[src/rtl/oled_font_pkg.sv]
// Font constants for the OLED glyph streamer: glyph geometry, width/base tables,
// FSM encoding and the flattened ROM image built from the per-glyph column bytes.
package oled_font_pkg;

    localparam int GLYPH_CNT = 16;
    localparam int NARROW_W  = 8;
    localparam int WIDE_W    = 16;
    localparam int CODE_W    = $clog2(GLYPH_CNT);

    // Codes 0..3 are wide, the rest narrow; every glyph stores two pages.
    localparam logic [GLYPH_CNT-1:0] WIDE_TAB = 16'h000f;
    localparam int BASE_TAB [GLYPH_CNT] = '{
        0, 32, 64, 96, 128, 144, 160, 176,
        192, 208, 224, 240, 256, 272, 288, 304
    };
    localparam int ROM_DEPTH = 320;
    localparam int ROM_AW    = $clog2(ROM_DEPTH);
    localparam int ROM_SLOTS = 1 << ROM_AW;

    typedef enum logic [1:0] {
        IDLE   = 2'd0,
        STREAM = 2'd1,
        DRAIN  = 2'd2
    } state_t;

    function automatic int glyph_w(input int g);
        return WIDE_TAB[g[CODE_W-1:0]] ? WIDE_W : NARROW_W;
    endfunction

    // Column byte of glyph g, page p, column c (LSB = top pixel row of the page).
    function automatic logic [7:0] glyph_col_byte(input int g, input int p, input int c);
        logic [7:0] b;
        b = 8'(g * 37 + p * 91 + c * 13) ^ 8'h5a;
        if (g == 12 && p == 0) begin
            case (c)
                0:       b = 8'h08;
                1:       b = 8'hf8;
                6:       b = 8'h70;
                7:       b = 8'h00;
                default: b = 8'h88;
            endcase
        end else if (g == 12) begin
            case (c)
                0:       b = 8'h20;
                1:       b = 8'h3f;
                6:       b = 8'h1f;
                7:       b = 8'h00;
                default: b = 8'h20;
            endcase
        end else if (g == 3 && p == 1) begin
            case (c)
                0, 1, 13, 14: b = 8'h08;
                7:            b = 8'hff;
                15:           b = 8'h00;
                default:      b = 8'h09;
            endcase
        end
        return b;
    endfunction

    function automatic logic [ROM_SLOTS*8-1:0] build_font();
        logic [ROM_SLOTS*8-1:0] f;
        int a;
        f = '0;
        for (int g = 0; g < GLYPH_CNT; g++) begin
            for (int p = 0; p < 2; p++) begin
                for (int c = 0; c < glyph_w(g); c++) begin
                    a = BASE_TAB[g[CODE_W-1:0]] + p * glyph_w(g) + c;
                    f[a*8 +: 8] = glyph_col_byte(g, p, c);
                end
            end
        end
        return f;
    endfunction

    localparam logic [ROM_SLOTS*8-1:0] FONT_FLAT = build_font();

endpackage

[src/rtl/oled_font_rom.sv]
// Synchronous font ROM: one registered byte read per enabled cycle.
module oled_font_rom
    import oled_font_pkg::*;
(
    input  logic              clk,
    input  logic              en,
    input  logic [ROM_AW-1:0] addr,
    output logic [7:0]        dout
);

    always_ff @(posedge clk) begin
        if (en) begin
            dout <= FONT_FLAT[{addr, 3'b000} +: 8];
        end
    end

endmodule

[src/rtl/oled_glyph_streamer.sv]
// Streams the column bytes of one glyph request from the font ROM to the OLED
// page writer, with a two-stage (ROM, output) pipeline stalled as a unit.
module oled_glyph_streamer
    import oled_font_pkg::*;
#(
    parameter int SEL_W = $clog2(GLYPH_CNT)
) (
    input  logic             sys_clk,
    input  logic             rst,
    input  logic             req_valid,
    output logic             req_ready,
    input  logic [SEL_W-1:0] req_glyph,
    input  logic             req_page,
    input  logic             req_both,
    input  logic             req_invert,
    output logic             out_valid,
    input  logic             out_ready,
    output logic [7:0]       out_data,
    output logic [4:0]       out_col,
    output logic             out_page_end,
    output logic             out_last,
    output logic             busy,
    output logic             err_pulse,
    output state_t           dbg_state
);

    // Handshakes: a transfer happens on a clock edge where valid && ready; a
    // source holding valid keeps its payload stable until that edge.
    state_t            state;
    logic [ROM_AW-1:0] base_q;
    logic              wide_q, page_q, both_q, inv_q;
    logic [3:0]        col_q;
    logic              s1_valid, s1_page_end, s1_last;
    logic [3:0]        s1_col;
    logic [7:0]        rom_dout;

    logic              accept, code_ok, adv, col_end, page_more;
    logic [CODE_W-1:0] code_idx;
    logic [ROM_AW-1:0] page_off, rom_addr;

    assign req_ready = (state == IDLE);
    assign busy      = (state != IDLE);
    assign dbg_state = state;
    assign accept    = req_valid && req_ready;
    assign code_ok   = 32'(req_glyph) < 32'(GLYPH_CNT);
    assign code_idx  = req_glyph[CODE_W-1:0];
    assign adv       = !out_valid || out_ready;
    assign col_end   = col_q == (wide_q ? 4'(WIDE_W - 1) : 4'(NARROW_W - 1));
    assign page_more = both_q && !page_q;
    assign page_off  = page_q ? (wide_q ? ROM_AW'(WIDE_W) : ROM_AW'(NARROW_W)) : '0;
    assign rom_addr  = base_q + page_off + ROM_AW'(col_q);

    oled_font_rom u_rom (
        .clk  (sys_clk),
        .en   (adv),
        .addr (rom_addr),
        .dout (rom_dout)
    );

    always_ff @(posedge sys_clk or posedge rst) begin
        if (rst) begin
            state        <= IDLE;
            base_q       <= '0;
            wide_q       <= 1'b0;
            page_q       <= 1'b0;
            both_q       <= 1'b0;
            inv_q        <= 1'b0;
            col_q        <= '0;
            s1_valid     <= 1'b0;
            s1_col       <= '0;
            s1_page_end  <= 1'b0;
            s1_last      <= 1'b0;
            out_valid    <= 1'b0;
            out_data     <= 8'h00;
            out_col      <= '0;
            out_page_end <= 1'b0;
            out_last     <= 1'b0;
            err_pulse    <= 1'b0;
        end else begin
            err_pulse <= accept && !code_ok;

            // Output stage takes whatever the ROM stage holds; tags ride along.
            if (adv) begin
                out_valid <= s1_valid;
                s1_valid  <= 1'b0;
                if (s1_valid) begin
                    out_data     <= rom_dout ^ {8{inv_q}};
                    out_col      <= {1'b0, s1_col};
                    out_page_end <= s1_page_end;
                    out_last     <= s1_last;
                end
            end

            case (state)
                IDLE: begin
                    if (accept && code_ok) begin
                        base_q <= ROM_AW'(BASE_TAB[code_idx]);
                        wide_q <= WIDE_TAB[code_idx];
                        page_q <= req_both ? 1'b0 : req_page;
                        both_q <= req_both;
                        inv_q  <= req_invert;
                        col_q  <= '0;
                        state  <= STREAM;
                    end
                end
                STREAM: begin
                    if (adv) begin
                        s1_valid    <= 1'b1;
                        s1_col      <= col_q;
                        s1_page_end <= col_end;
                        s1_last     <= col_end && !page_more;
                        if (!col_end) begin
                            col_q <= col_q + 4'd1;
                        end else if (page_more) begin
                            page_q <= 1'b1;
                            col_q  <= '0;
                        end else begin
                            state <= DRAIN;
                        end
                    end
                end
                DRAIN: begin
                    if (out_valid && out_ready && out_last) begin
                        state <= IDLE;
                    end
                end
                default: state <= IDLE;
            endcase
        end
    end

endmodule

[config.mk]
export PLATFORM = sky130hd
export DESIGN_NAME = oled_glyph_streamer
export DESIGN_NICKNAME = d
export VERILOG_FILES = /design/src/rtl/oled_font_pkg.sv /design/src/rtl/oled_font_rom.sv /design/src/rtl/oled_glyph_streamer.sv
export SDC_FILE = /design/constraint.sdc
export NUM_CORES = 1
export LEC_CHECK = 0
export CAP_MARGIN = 30
export CELL_PAD_IN_SITES_DETAIL_PLACEMENT = 0
export CELL_PAD_IN_SITES_GLOBAL_PLACEMENT = 2
export CORE_MARGIN = 2
export CORE_UTILIZATION = 39
export DETAILED_ROUTE_END_ITERATION = 12
export DONT_BUFFER_PORTS = 1
export PLACE_DENSITY_LB_ADDON = 0.1
export SYNTH_ARGS = -nofsm -noshare
export SYNTH_HDL_FRONTEND = slang
export SYNTH_SLANG_ARGS = --single-unit
[constraint.sdc]
create_clock -name sys_clk -period 3.2 [get_ports sys_clk]
set_input_delay 0.48 -clock sys_clk [delete_from_list [all_inputs] [get_ports sys_clk]]
set_output_delay 0.48 -clock sys_clk [all_outputs]
set_load 0.01 [all_outputs]
==> run_results.csv <==
group,metric,value,unit
sta,fin_crit,3.04,ns
synth,avgSynthCellArea,7.72,um2
floorplanning,die_y,115,um
synth,synth_area,4850,um2
synth,synth_top_area_cell,"dfrtp_1",
floorplanning,core_area,12100,um2
synth,seq_area_frac_synth,0.241,
clock_network,insertion_delay,0.30,ns
critical_path,r2r_cells,8,
clock_network,cts_root_buffer,"clkbuf_16",
synth,ys_ff_latch,45,
cells_and_area,finalInstanceArea,5270,um2
placed_design,place_congestion,0.903,
critical_path,start_kind,"flop",
critical_path,cp_max_fo,14,
drt,routed_wl,17200,um
placed_design,portBuffers,0,
global_routing,gr-usage-all-layers,0.261,
sta,setup_tns,0,ns
cells_and_area,num-fill-cells,1255,
critical_path,required,3.33,ns
critical_path,startpoint,"page_q",
critical_path,cp_cell_sequence,"nor2b_1 > ha_2 > fa_2 > nand2b_2 > o22ai_1 > a221o_1 > mux4_2 > o221ai_1",
sta,fmax,329,MHz
sta,rsz0062_at_grt,"no",
clock_network,clock_sinks,45,
clock_network,cts_buffer_depth,2,
synth,synthFlopType,"dfrtp_1",
clock_network,numCtsBuffers,5,
run_status,outcome,"finished clean",
drt,drt_iter0_markers,546,
cells_and_area,seq_area,1170,um2
clock_network,clk_pin_slew_worst_paths,0.07,ns
sta,hold_viol,0,
synth,synth_xor_xnor_area_share,0.0395,
sta,max_slew_margin,0.451,
global_routing,grt_pass1_vias,4735,
global_routing,grt_pass1_wl,26700,um
global_routing,overflow,0,
synth,yosysWarnings,0,
drt,vias,5012,
cells_and_area,drive_gt1_frac,0.150,
critical_path,slowest_stage,"fa_2",
clock_network,cts_tree,"built",
cells_and_area,final_nets,644,
floorplanning,rows,40,
sta,tightest_slew,0.822,ns
sta,hold_ws,0.232,ns
cells_and_area,diodes,0,
global_routing,antenna_found_initial,0,
synth,synth_adder_area_share,0.0423,
critical_path,reg2reg_from,"page_q",
synth,synth_compound_area_frac,0.308,
placed_design,placed_area,5090,um2
critical_path,arrival,3.17,ns
synth,synth_area_leaders,"dfrtp_1, o21ai_0, nand2_1",
floorplanning,io_pins,32,
sta,slew_viol_final,0,
drt,wl_per_cell,21.9,um
synth,netlist_instances,628,
drt,drc,0,
drt,dr.pass1.iters,6,
synth,synthMuxAreaShare,0.0761,
sta,fin_crit_sh,0.951,
synth,synth_cell_types,78,
synth,synth_async_sr_flop_share,0.822,
synth,synth_edf_count,8,
placed_design,post-place-ws,0.167,ns
critical_path,crit_end,"u_rom.dout[6]",
drt,postRouteAntennaNets,0,
floorplanning,design.die.area,13300,um2
critical_path,end_kind,"flop",
floorplanning,start_util,0.402,
critical_path,r2r-end,"u_rom.dout[6]",
synth,synth-simple-area-share,0.208,
synth,synth_top_area_share,0.191,
floorplanning,chipWidth,115,um
sta,setup_viol,0,
run,cap_violations,0,
placed_design,hpwlAfterDp,12500,um
sta,fin_ws,0.158,ns
critical_path,critPathKind,"reg2reg",
global_routing,grt_max_degree,59,
clock_network,htreeDepth,2,
critical_path,r2r_slack,0.16,ns
cells_and_area,multi_input_area,3290,um2
synth,synth_top_family_by_area,"compound AO/OA/AOI/OAI gates",
critical_path,critPathMaxStageDelay,0.75,ns
min_path,min_path_type,"in2async",
drt,via_per_inst,6.37,
cells_and_area,area_growth,8.65,%
sta,fin_worst_skew,0.0154,ns
registers in the layout (all words and copies together), names as in the netlist, named ones only:
signal / cells
u_rom.dout: 8
col_q: 4
dbg_state: 2
wide_q: 1
s1_last: 1
base_q: 5
out_valid: 1
s1_page_end: 1
page_q: 1
both_q: 1
s1_col: 4
out_last: 1
inv_q: 1
out_page_end: 1
out_col: 4
out_data: 8
through the flow:
stage	cells	utilization
after floorplan	629	-
after global placement	776	0.422
after detailed placement	776	0.422
after CTS	784	0.434
after global routing	787	0.437
final	787	0.437
Yosys cell counts, types with 4 or more instances:
cell	count
a311oi_1	6
buf_6	4
buf_2	31
mux4_2	5
a31oi_1	12
a21oi_1	42
inv_1	16
o211ai_1	13
buf_4	10
o22ai_1	7
nand2_1	84
a21o_1	4
nand4_1	4
nor3_1	13
nand2b_1	19
mux2i_1	11
nand3_1	18
a211oi_1	13
and2_1	4
mux2_2	13
edfxtp_1	8
a221o_1	4
a22oi_1	4
o21ai_0	65
xnor2_1	12
o21ai_1	6
clkbuf_1	14
nor2b_1	11
dfrtp_1	37
ha_1	14
a221oi_1	6
o221ai_1	9
nor2_1	36
routing by layer:
| layer | track usage | vias to the layer above | routed length (um) |
|---|---|---|---|
| met3 | 0.0340 | 47 | 1410 |
| met4 | 0.0948 | 0 | 483 |
| met2 | 0.416 | 296 | 7840 |
| li1 | - | 2299 | - |
| met5 | 0 | - | 0 |
| met1 | 0.363 | 2370 | 7510 |
area by class of cell:
type,instances,area share
Clock inverter,3,0.00451
Tap cell,168,0.0399
Clock buffer,5,0.0238
Multi-Input combinational cell,503,0.624
Timing Repair Buffer,44,0.0722
Inverter,19,0.0135
Sequential cell,45,0.222
how the worst min path moves through the flow:
stage | end | cells past startpoint | slack, ns | start
5_1_grt | base_q[6] | 1 | 0.26 | req_glyph[2]
3_3_place_gp | out_valid | 2 | 0.45 | flop
2_1_floorplan | out_valid | 2 | 0.44 | flop
3_5_place_dp | out_valid | 2 | 0.46 | flop
4_1_cts | base_q[6] | 1 | 0.26 | req_glyph[2]
6_report | col_q[1] | 1 | 0.23 | rst
worst max-delay path: cells and delay by family, from the launching register on:
kind | cells | cell delay, ns
and+or+nand+nor | 2 | 0.42
adders and majority gates | 2 | 0.95
AOI/OAI and AO/OA | 3 | 0.64
DFF | 1 | 0.41
muxes | 1 | 0.46
repair_timing:
action / in CTS / in global routing
endpoints found under the setup margin: 0 / 5
hold buffers: 0 / 0
buffers inserted: 0 / 3
gates resized for setup: 0 / 4
logic make-up after synthesis:
logic type / count (synthesis)
buf+inv: 81
flops: 45
simple gates: 211
fa+ha+maj: 16
mux: 29
compound gates: 227
other cells: 1
xor+xnor: 18
placed cells by master, fill, tap and decap left out, types with 4 or more instances in the layout:
cell type  instances
a21oi_1           42
clkbuf_16          5
o21ai_1            6
buf_4             40
a22oi_1            4
nand4_1            4
nor2_1            35
dfrtp_1           36
nor3_1            13
nor2b_1           10
nand3_1           18
nand2b_1          19
a211oi_1          13
buf_12             4
xnor2_1           12
a31oi_1           12
o221ai_1           9
inv_1             16
ha_1              13
a21o_1             4
edfxtp_1           8
a311oi_1           6
o21ai_0           65
nand2_1           83
mux2_2            13
mux4_2             5
a221o_1            4
mux2i_1           11
a221oi_1           6
o22ai_1            7
and2_1             4
o211ai_1          13
Power is left out: the tool's default activity adds up to more than one toggle a clock period on the data nets, which glitch-free logic cannot reach.
